$ cat config.mk
export PLATFORM = sky130hd
export DESIGN_NAME = lis3dh_ctrl
export DESIGN_NICKNAME = d
export VERILOG_FILES = /design/src/rtl/lis3dh_pkg.sv /design/src/rtl/lis3dh_tick_gen.sv /design/src/rtl/lis3dh_ctrl.sv
export SDC_FILE = /design/constraint.sdc
export NUM_CORES = 1
export LEC_CHECK = 0
export BUFFER_PORTS_ARGS = -buffer_cell sky130_fd_sc_hd__buf_4
export CAP_MARGIN = 25
export CORE_MARGIN = 1
export CORE_UTILIZATION = 57
export DETAILED_ROUTE_END_ITERATION = 8
export PLACE_DENSITY = 0.8
export SLEW_MARGIN = 5
export SYNTH_ARGS = -nofsm -noshare
export SYNTH_HDL_FRONTEND = slang
export SYNTH_HIERARCHICAL = 1
export SYNTH_SLANG_ARGS = --single-unit
export TNS_END_PERCENT = 20
$ cat constraint.sdc
create_clock -name clk -period 4.2 [get_ports clk]
set_clock_uncertainty 0.2 [all_clocks]
set_input_delay 0 -clock clk [delete_from_list [all_inputs] [get_ports clk]]
set_output_delay 0 -clock clk [all_outputs]
set_load 0.02 [all_outputs]
$ cat src/rtl/lis3dh_pkg.sv
// Shared constants, state encoding and SPI frame builders for the LIS3DH sequencer.
package lis3dh_pkg;

  localparam logic [5:0] CTRL_REG1 = 6'h20;
  localparam logic [5:0] CTRL_REG4 = 6'h23;
  localparam logic [5:0] OUT_X_L   = 6'h28;
  localparam logic [5:0] OUT_Y_L   = 6'h2A;
  localparam logic [5:0] OUT_Z_L   = 6'h2C;
  localparam logic [5:0] WHO_AM_I  = 6'h0F;

  localparam logic [7:0] WHO_AM_I_VAL = 8'h33;

  localparam logic RW_WRITE  = 1'b0;
  localparam logic RW_READ   = 1'b1;
  localparam logic MS_SINGLE = 1'b0;
  localparam logic MS_INC    = 1'b1;

  typedef enum logic [3:0] {
    IDLE, WHO_REQ, WHO_WAIT, CFG1_REQ, CFG1_WAIT, CFG4_REQ, CFG4_WAIT, WAIT_TICK,
    RDX_REQ, RDX_WAIT, RDY_REQ, RDY_WAIT, RDZ_REQ, RDZ_WAIT, PUBLISH, ERROR
  } state_t;

  function automatic logic [23:0] wr_frame(input logic [5:0] addr, input logic [7:0] val);
    return {RW_WRITE, MS_SINGLE, addr, val, 8'h00};
  endfunction

  function automatic logic [23:0] rd_frame(input logic [5:0] addr, input logic inc);
    return {RW_READ, inc, addr, 16'hFFFF};
  endfunction

endpackage

$ cat src/rtl/lis3dh_tick_gen.sv
// Sample-rate divider: counts 0..SAMPLE_DIV-1 while run is high, pulses tick on the wrap cycle.
module lis3dh_tick_gen #(
  parameter int SAMPLE_DIV = 100000
) (
  input  logic clk,
  input  logic reset,
  input  logic run,
  input  logic clear,
  output logic tick
);
  localparam int CW = $clog2(SAMPLE_DIV);
  localparam logic [CW-1:0] LAST = CW'(SAMPLE_DIV - 1);

  logic [CW-1:0] cnt;

  assign tick = run && (cnt == LAST);

  always_ff @(posedge clk or posedge reset) begin
    if (reset)      cnt <= '0;
    else if (clear) cnt <= '0;
    else if (run)   cnt <= tick ? '0 : cnt + CW'(1);
  end
endmodule

$ cat src/rtl/lis3dh_ctrl.sv
// LIS3DH sequencer: configures the sensor, then reads X/Y/Z every SAMPLE_DIV clocks.
// Optional WHO_AM_I identity check at start-up when LIS3DH_WHOAMI_CHECK_EN is defined.
module lis3dh_ctrl
  import lis3dh_pkg::*;
#(
  parameter int         SAMPLE_DIV    = 100000,
  parameter logic [7:0] CTRL_REG1_VAL = 8'h97,
  parameter logic [7:0] CTRL_REG4_VAL = 8'h08,
  parameter int         SPI_TIMEOUT   = 4096
) (
  input  logic        clk,
  input  logic        reset,
  input  logic        enable,
  output logic [23:0] spi_data_tx,
  output logic        spi_tx_valid,
  input  logic        spi_done,
  input  logic [15:0] spi_data_rx,
  output logic [15:0] sample_x,
  output logic [15:0] sample_y,
  output logic [15:0] sample_z,
  output logic        sample_valid,
  output logic        configured,
  output logic        overrun,
  output logic        error
);
  localparam int TW = $clog2(SPI_TIMEOUT + 1);
`ifdef LIS3DH_WHOAMI_CHECK_EN
  localparam state_t FIRST_REQ = WHO_REQ;
`else
  localparam state_t FIRST_REQ = CFG1_REQ;
`endif

  state_t        state, state_nxt;
  logic          done_prev, done_rise, tick, tick_run, tick_clr;
  logic          is_req, is_wait, to_hit, cfg_done, err_set, frame_ld;
  logic [TW-1:0] to_cnt;
  logic [23:0]   frame_nxt;
  logic [15:0]   stg_x, stg_y, stg_z, rx_swap;

  assign done_rise    = spi_done & ~done_prev;
  assign rx_swap      = {spi_data_rx[7:0], spi_data_rx[15:8]};
  assign is_req       = state inside {WHO_REQ, CFG1_REQ, CFG4_REQ, RDX_REQ, RDY_REQ, RDZ_REQ};
  assign is_wait      = state inside {WHO_WAIT, CFG1_WAIT, CFG4_WAIT, RDX_WAIT, RDY_WAIT, RDZ_WAIT};
  assign to_hit       = is_wait && !done_rise && (to_cnt == TW'(SPI_TIMEOUT - 1));
  assign spi_tx_valid = is_req;
  assign frame_ld     = state_nxt inside {WHO_REQ, CFG1_REQ, CFG4_REQ, RDX_REQ, RDY_REQ, RDZ_REQ};
  assign tick_run     = configured && enable && (state != IDLE) && (state != ERROR);
  assign tick_clr     = (state == IDLE);

  lis3dh_tick_gen #(.SAMPLE_DIV(SAMPLE_DIV)) u_tick (
    .clk   (clk),
    .reset (reset),
    .run   (tick_run),
    .clear (tick_clr),
    .tick  (tick)
  );

  always_comb begin
    state_nxt = state;
    cfg_done  = 1'b0;
    err_set   = 1'b0;
    case (state)
      IDLE:      if (enable) state_nxt = configured ? WAIT_TICK : FIRST_REQ;
`ifdef LIS3DH_WHOAMI_CHECK_EN
      WHO_REQ:   state_nxt = WHO_WAIT;
      WHO_WAIT:  if (done_rise) begin
                   if (spi_data_rx[15:8] != WHO_AM_I_VAL) begin
                     state_nxt = ERROR;
                     err_set   = 1'b1;
                   end else begin
                     state_nxt = enable ? CFG1_REQ : IDLE;
                   end
                 end
`endif
      CFG1_REQ:  state_nxt = CFG1_WAIT;
      CFG1_WAIT: if (done_rise) state_nxt = enable ? CFG4_REQ : IDLE;
      CFG4_REQ:  state_nxt = CFG4_WAIT;
      CFG4_WAIT: if (done_rise) begin
                   cfg_done  = 1'b1;
                   state_nxt = enable ? WAIT_TICK : IDLE;
                 end
      WAIT_TICK: if (!enable) state_nxt = IDLE;
                 else if (tick) state_nxt = RDX_REQ;
      RDX_REQ:   state_nxt = RDX_WAIT;
      RDX_WAIT:  if (done_rise) state_nxt = enable ? RDY_REQ : IDLE;
      RDY_REQ:   state_nxt = RDY_WAIT;
      RDY_WAIT:  if (done_rise) state_nxt = enable ? RDZ_REQ : IDLE;
      RDZ_REQ:   state_nxt = RDZ_WAIT;
      RDZ_WAIT:  if (done_rise) state_nxt = enable ? PUBLISH : IDLE;
      PUBLISH:   state_nxt = WAIT_TICK;
      ERROR:     state_nxt = ERROR;
      default:   state_nxt = IDLE;
    endcase
    // A stalled transaction overrides everything else.
    if (to_hit) begin
      state_nxt = ERROR;
      err_set   = 1'b1;
    end
  end

  always_comb begin
    frame_nxt = 24'h0;
    case (state_nxt)
      WHO_REQ:  frame_nxt = rd_frame(WHO_AM_I, MS_SINGLE);
      CFG1_REQ: frame_nxt = wr_frame(CTRL_REG1, CTRL_REG1_VAL);
      CFG4_REQ: frame_nxt = wr_frame(CTRL_REG4, CTRL_REG4_VAL);
      RDX_REQ:  frame_nxt = rd_frame(OUT_X_L, MS_INC);
      RDY_REQ:  frame_nxt = rd_frame(OUT_Y_L, MS_INC);
      RDZ_REQ:  frame_nxt = rd_frame(OUT_Z_L, MS_INC);
      default:  frame_nxt = 24'h0;
    endcase
  end

  always_ff @(posedge clk or posedge reset) begin
    if (reset) begin
      state        <= IDLE;
      done_prev    <= 1'b0;
      to_cnt       <= '0;
      spi_data_tx  <= 24'h0;
      stg_x        <= '0;
      stg_y        <= '0;
      stg_z        <= '0;
      sample_x     <= '0;
      sample_y     <= '0;
      sample_z     <= '0;
      sample_valid <= 1'b0;
      configured   <= 1'b0;
      overrun      <= 1'b0;
      error        <= 1'b0;
    end else begin
      state        <= state_nxt;
      done_prev    <= spi_done;
      sample_valid <= (state == PUBLISH);
      // to_cnt holds clocks elapsed since the request cycle.
      if (is_req)       to_cnt <= TW'(1);
      else if (is_wait) to_cnt <= to_cnt + TW'(1);
      if (frame_ld) spi_data_tx <= frame_nxt;
      if (done_rise) begin
        case (state)
          RDX_WAIT: stg_x <= rx_swap;
          RDY_WAIT: stg_y <= rx_swap;
          RDZ_WAIT: stg_z <= rx_swap;
          default: ;
        endcase
      end
      if (state == PUBLISH) begin
        sample_x <= stg_x;
        sample_y <= stg_y;
        sample_z <= stg_z;
      end
      if (cfg_done) configured <= 1'b1;
      if (tick && (state != WAIT_TICK)) overrun <= 1'b1;
      if (err_set) error <= 1'b1;
    end
  end
endmodule
==> metrics.csv <==
metric,value,unit
status,"complete, no violations",
DP Worst Slack,547,ps
Rows,38,
hpwl dp,8830,um
RR Startpoint,state[1]$_DFF_PP0_,
nature of the critical path startpoint,flip-flop,
crit path capture type,flip-flop,
Clock power frac,36.3,%
max_slew headroom,52.0,%
Post-synth top cells,"nand2_1 (221), dfrtp_1 (143), mux2_2 (30), nor2_1 (30), buf_4 (19)",
CTS sink cnt,143,
PnR worst setup slack,471,ps
final instance area,7820,sq um
Mapped Cells,643,
core area,10800,sq um
# port buffers,95,
fmax,0.268,GHz
beginning of the worst hold path,spi_data_rx[6],
largest net degree at the start of global routing,58,
"Seq/Total Area, Yosys",56.3,%
I/O pin count,97,
initial antenna violation count,0,
total negative setup slack,0,ps
P_sw,1150,uW
period utilisation layout,88.8,%
layout overhead on the synthesized area,23.0,%
Final min period,3730,ps
Min-Delay Path Class,primary input to flip-flop,
peak supply drop,0.000280,V
drt wl/cell,15.6,um
RSZ-0062 raised after global routing,false,
Final ANT Viol Nets,0,
Synth Net Count,665,
compound-gate portion of the synthesized area,6.07,%
CTS Root Cell,clkbuf_8,
Worst Max-Slew Pin Slew,719,ps
CP Max Fanout,16,
dominant cell type by area after synthesis,dfrtp_1,
DRT iter0 DRCs,322,
die area,11600,sq um
post-synth cell types,59,
Hold Buf Count CTS,21,
Crit Path Class,flip-flop to flip-flop,
power share of the combinational group,20.9,%
die height,108,um
layout cell share with drive strength beyond 1,23.7,%
CP required,4410,ps
CTS Buf Count,17,
dominant cell by count in the synthesized netlist,nand2_1,
adder-cell area share of the yosys netlist,0.394,%
# resized after CTS,0,
Pleak,0.00400,uW
Post-Place Cells,845,
Total GRT Usage,26.3,%
Placer Congestion,0.945,
internal power,2600,uW
CP Launch Point,state[1]$_DFF_PP0_,
fraction of registers with async set/reset,100,%
Final Hold Viols,0,
Placed Area,7070,sq um
Clock Path Buffers,2,
synth warn,6,
DRT Pass-1 Iters,5,
Layout Nets,767,
post-synthesis cell area,6350,sq um
DRC,0,
setup violators final,0,
WL final,14000,um
mux contribution to synthesized area,5.67,%
initial core utilization,58.6,%
# Post-CTS Setup Buffers,0,
H-tree depth,4,
Diodes inserted,0,
Finished Layout Cells,896,
Post-synth top flop,dfrtp_1,
flop and latch count out of synthesis,143,
vias per cell,5.45,
R2R setup slack,470,ps
first-pass GRT wire length,23400,um
largest family of logic cells by synthesized area,simple AND/OR/NAND/NOR gates,
Die Wd,108,um
xor/xnor share of the synthesized area,3.17,%
Worst-path clk slew,60,ps
switching part of the total,30.7,%
CTS tree,done,
MaxCap Viol Count,0,
"Remaining Overflow, GRT",0,
Finished Core Util,72.1,%
Max Slew Vio Count,0,
vias in the first global route,4759,
Yosys top cell area share,56.3,%
Flop pwr share,42.8,%
worst path arrival time,3940,ps
"Avg Cell Area, Syn",9.88,sq um
Synth area leaders,"dfrtp_1 (56%), nand2_1 (13%), mux2_2 (5.3%)",
worst skew pair latency,520,ps
"EDFF count, synth",0,
Post-Synth Simple-Gate Area,23.6,%
pwr/cell area,480,nW/um^2
via count,4881,
==> per-stage QoR <==
step | hold WS [ps] | power (uW)
after global routing | 55.4 | 3940
final | 42.3 | 3750
after detailed placement | -230 | 2390
after CTS | 17.6 | 3770
after global placement | -237 | 2370
after floorplan | -274 | 2190
==> sequential cells by signal (all words and copies together), names as in the netlist <==
signal,count
sample_valid,1
u_tick/cnt,17
stg_x,16
sample_z,16
sample_x,16
configured,1
done_prev,1
to_cnt,13
spi_data_tx,8
overrun,1
state,4
stg_y,16
error,1
stg_z,16
sample_y,16
==> layout make-up <==
cell class | instances | area (sq um)
clock inverters | 10 | 91.3
multi-input cells | 446 | 2480
inverters | 10 | 40.0
fillers | 764 | 3020
well taps | 140 | 175
repair buffers | 127 | 1010
flip-flops and latches | 143 | 3580
clock buffers | 20 | 445
==> layer usage <==
metal	routed length [um]	GRT usage (%)	part of all wire [%]	vias to the layer above
met5	0	0	0	-
met2	6700	40.2	48	130
li1	-	-	-	2330
met4	257	10.3	1.8	0
met1	6350	36.2	45	2402
met3	669	6.36	4.8	19
==> worst paths after layout <==
path,to,depth (start not counted)
max reg2reg,spi_data_tx[17]$_DFFE_PP0P_,12
min reg2reg,sample_z[6]$_DFFE_PP0P_,2
max,spi_data_tx[17]$_DFFE_PP0P_,12
min in group asynchronous,sample_x[3]$_DFFE_PP0P_,4
max in group asynchronous,stg_z[4]$_DFFE_PP0P_,5
min,stg_x[14]$_DFFE_PP0P_,4
==> worst max-delay path, cell delays in order, from the launching register on <==
cell      delay, ps
dfrtp_1         560
nand2_1         220
o211ai_1        110
nor2_1          450
nor2b_1         250
nand2_1          90
nor3_1          290
nor2b_1         110
o221ai_1        220
a32oi_1         230
nor2b_1         260
or2_4           260
a221o_1         340
==> power by group through the flow <==
stage	Combinational [uW]	Sequential [uW]	Clock (uW)
floorplan	591	1600	0
global placement	746	1620	0
detailed placement	764	1620	0
CTS	783	1600	1380
global route	876	1620	1440
finish	784	1610	1360
==> logic make-up after synthesis <==
group | count (synthesis)
multiplexers | 32
AO/OA/AOI/OAI | 58
XOR/XNOR | 23
AND/OR/NAND/NOR | 330
other | 1
flip-flops | 143
adder cells (fa/ha/maj) | 2
buffers and inverters | 54
==> cell usage in the layout (no fill, tap or decap), drive strengths merged, types with 5 or more instances in the layout <==
master,netlist,routed
a21oi,12,12
buf,31,106
clkbuf,13,20
clkinv,1,5
clkinvlp,0,5
dfrtp,143,143
dlygate4sd3,0,21
inv,9,9
mux2,32,32
nand2,221,221
nand2b,8,8
nand3,11,11
nand4,6,6
nor2,30,30
nor2b,5,5
nor3,11,11
nor4,5,5
o211ai,5,5
o21ai,12,12
or2,5,5
or4,5,5
xnor2,10,10
xor2,13,13
No activity file was read; power rests on OpenSTA's default activity.
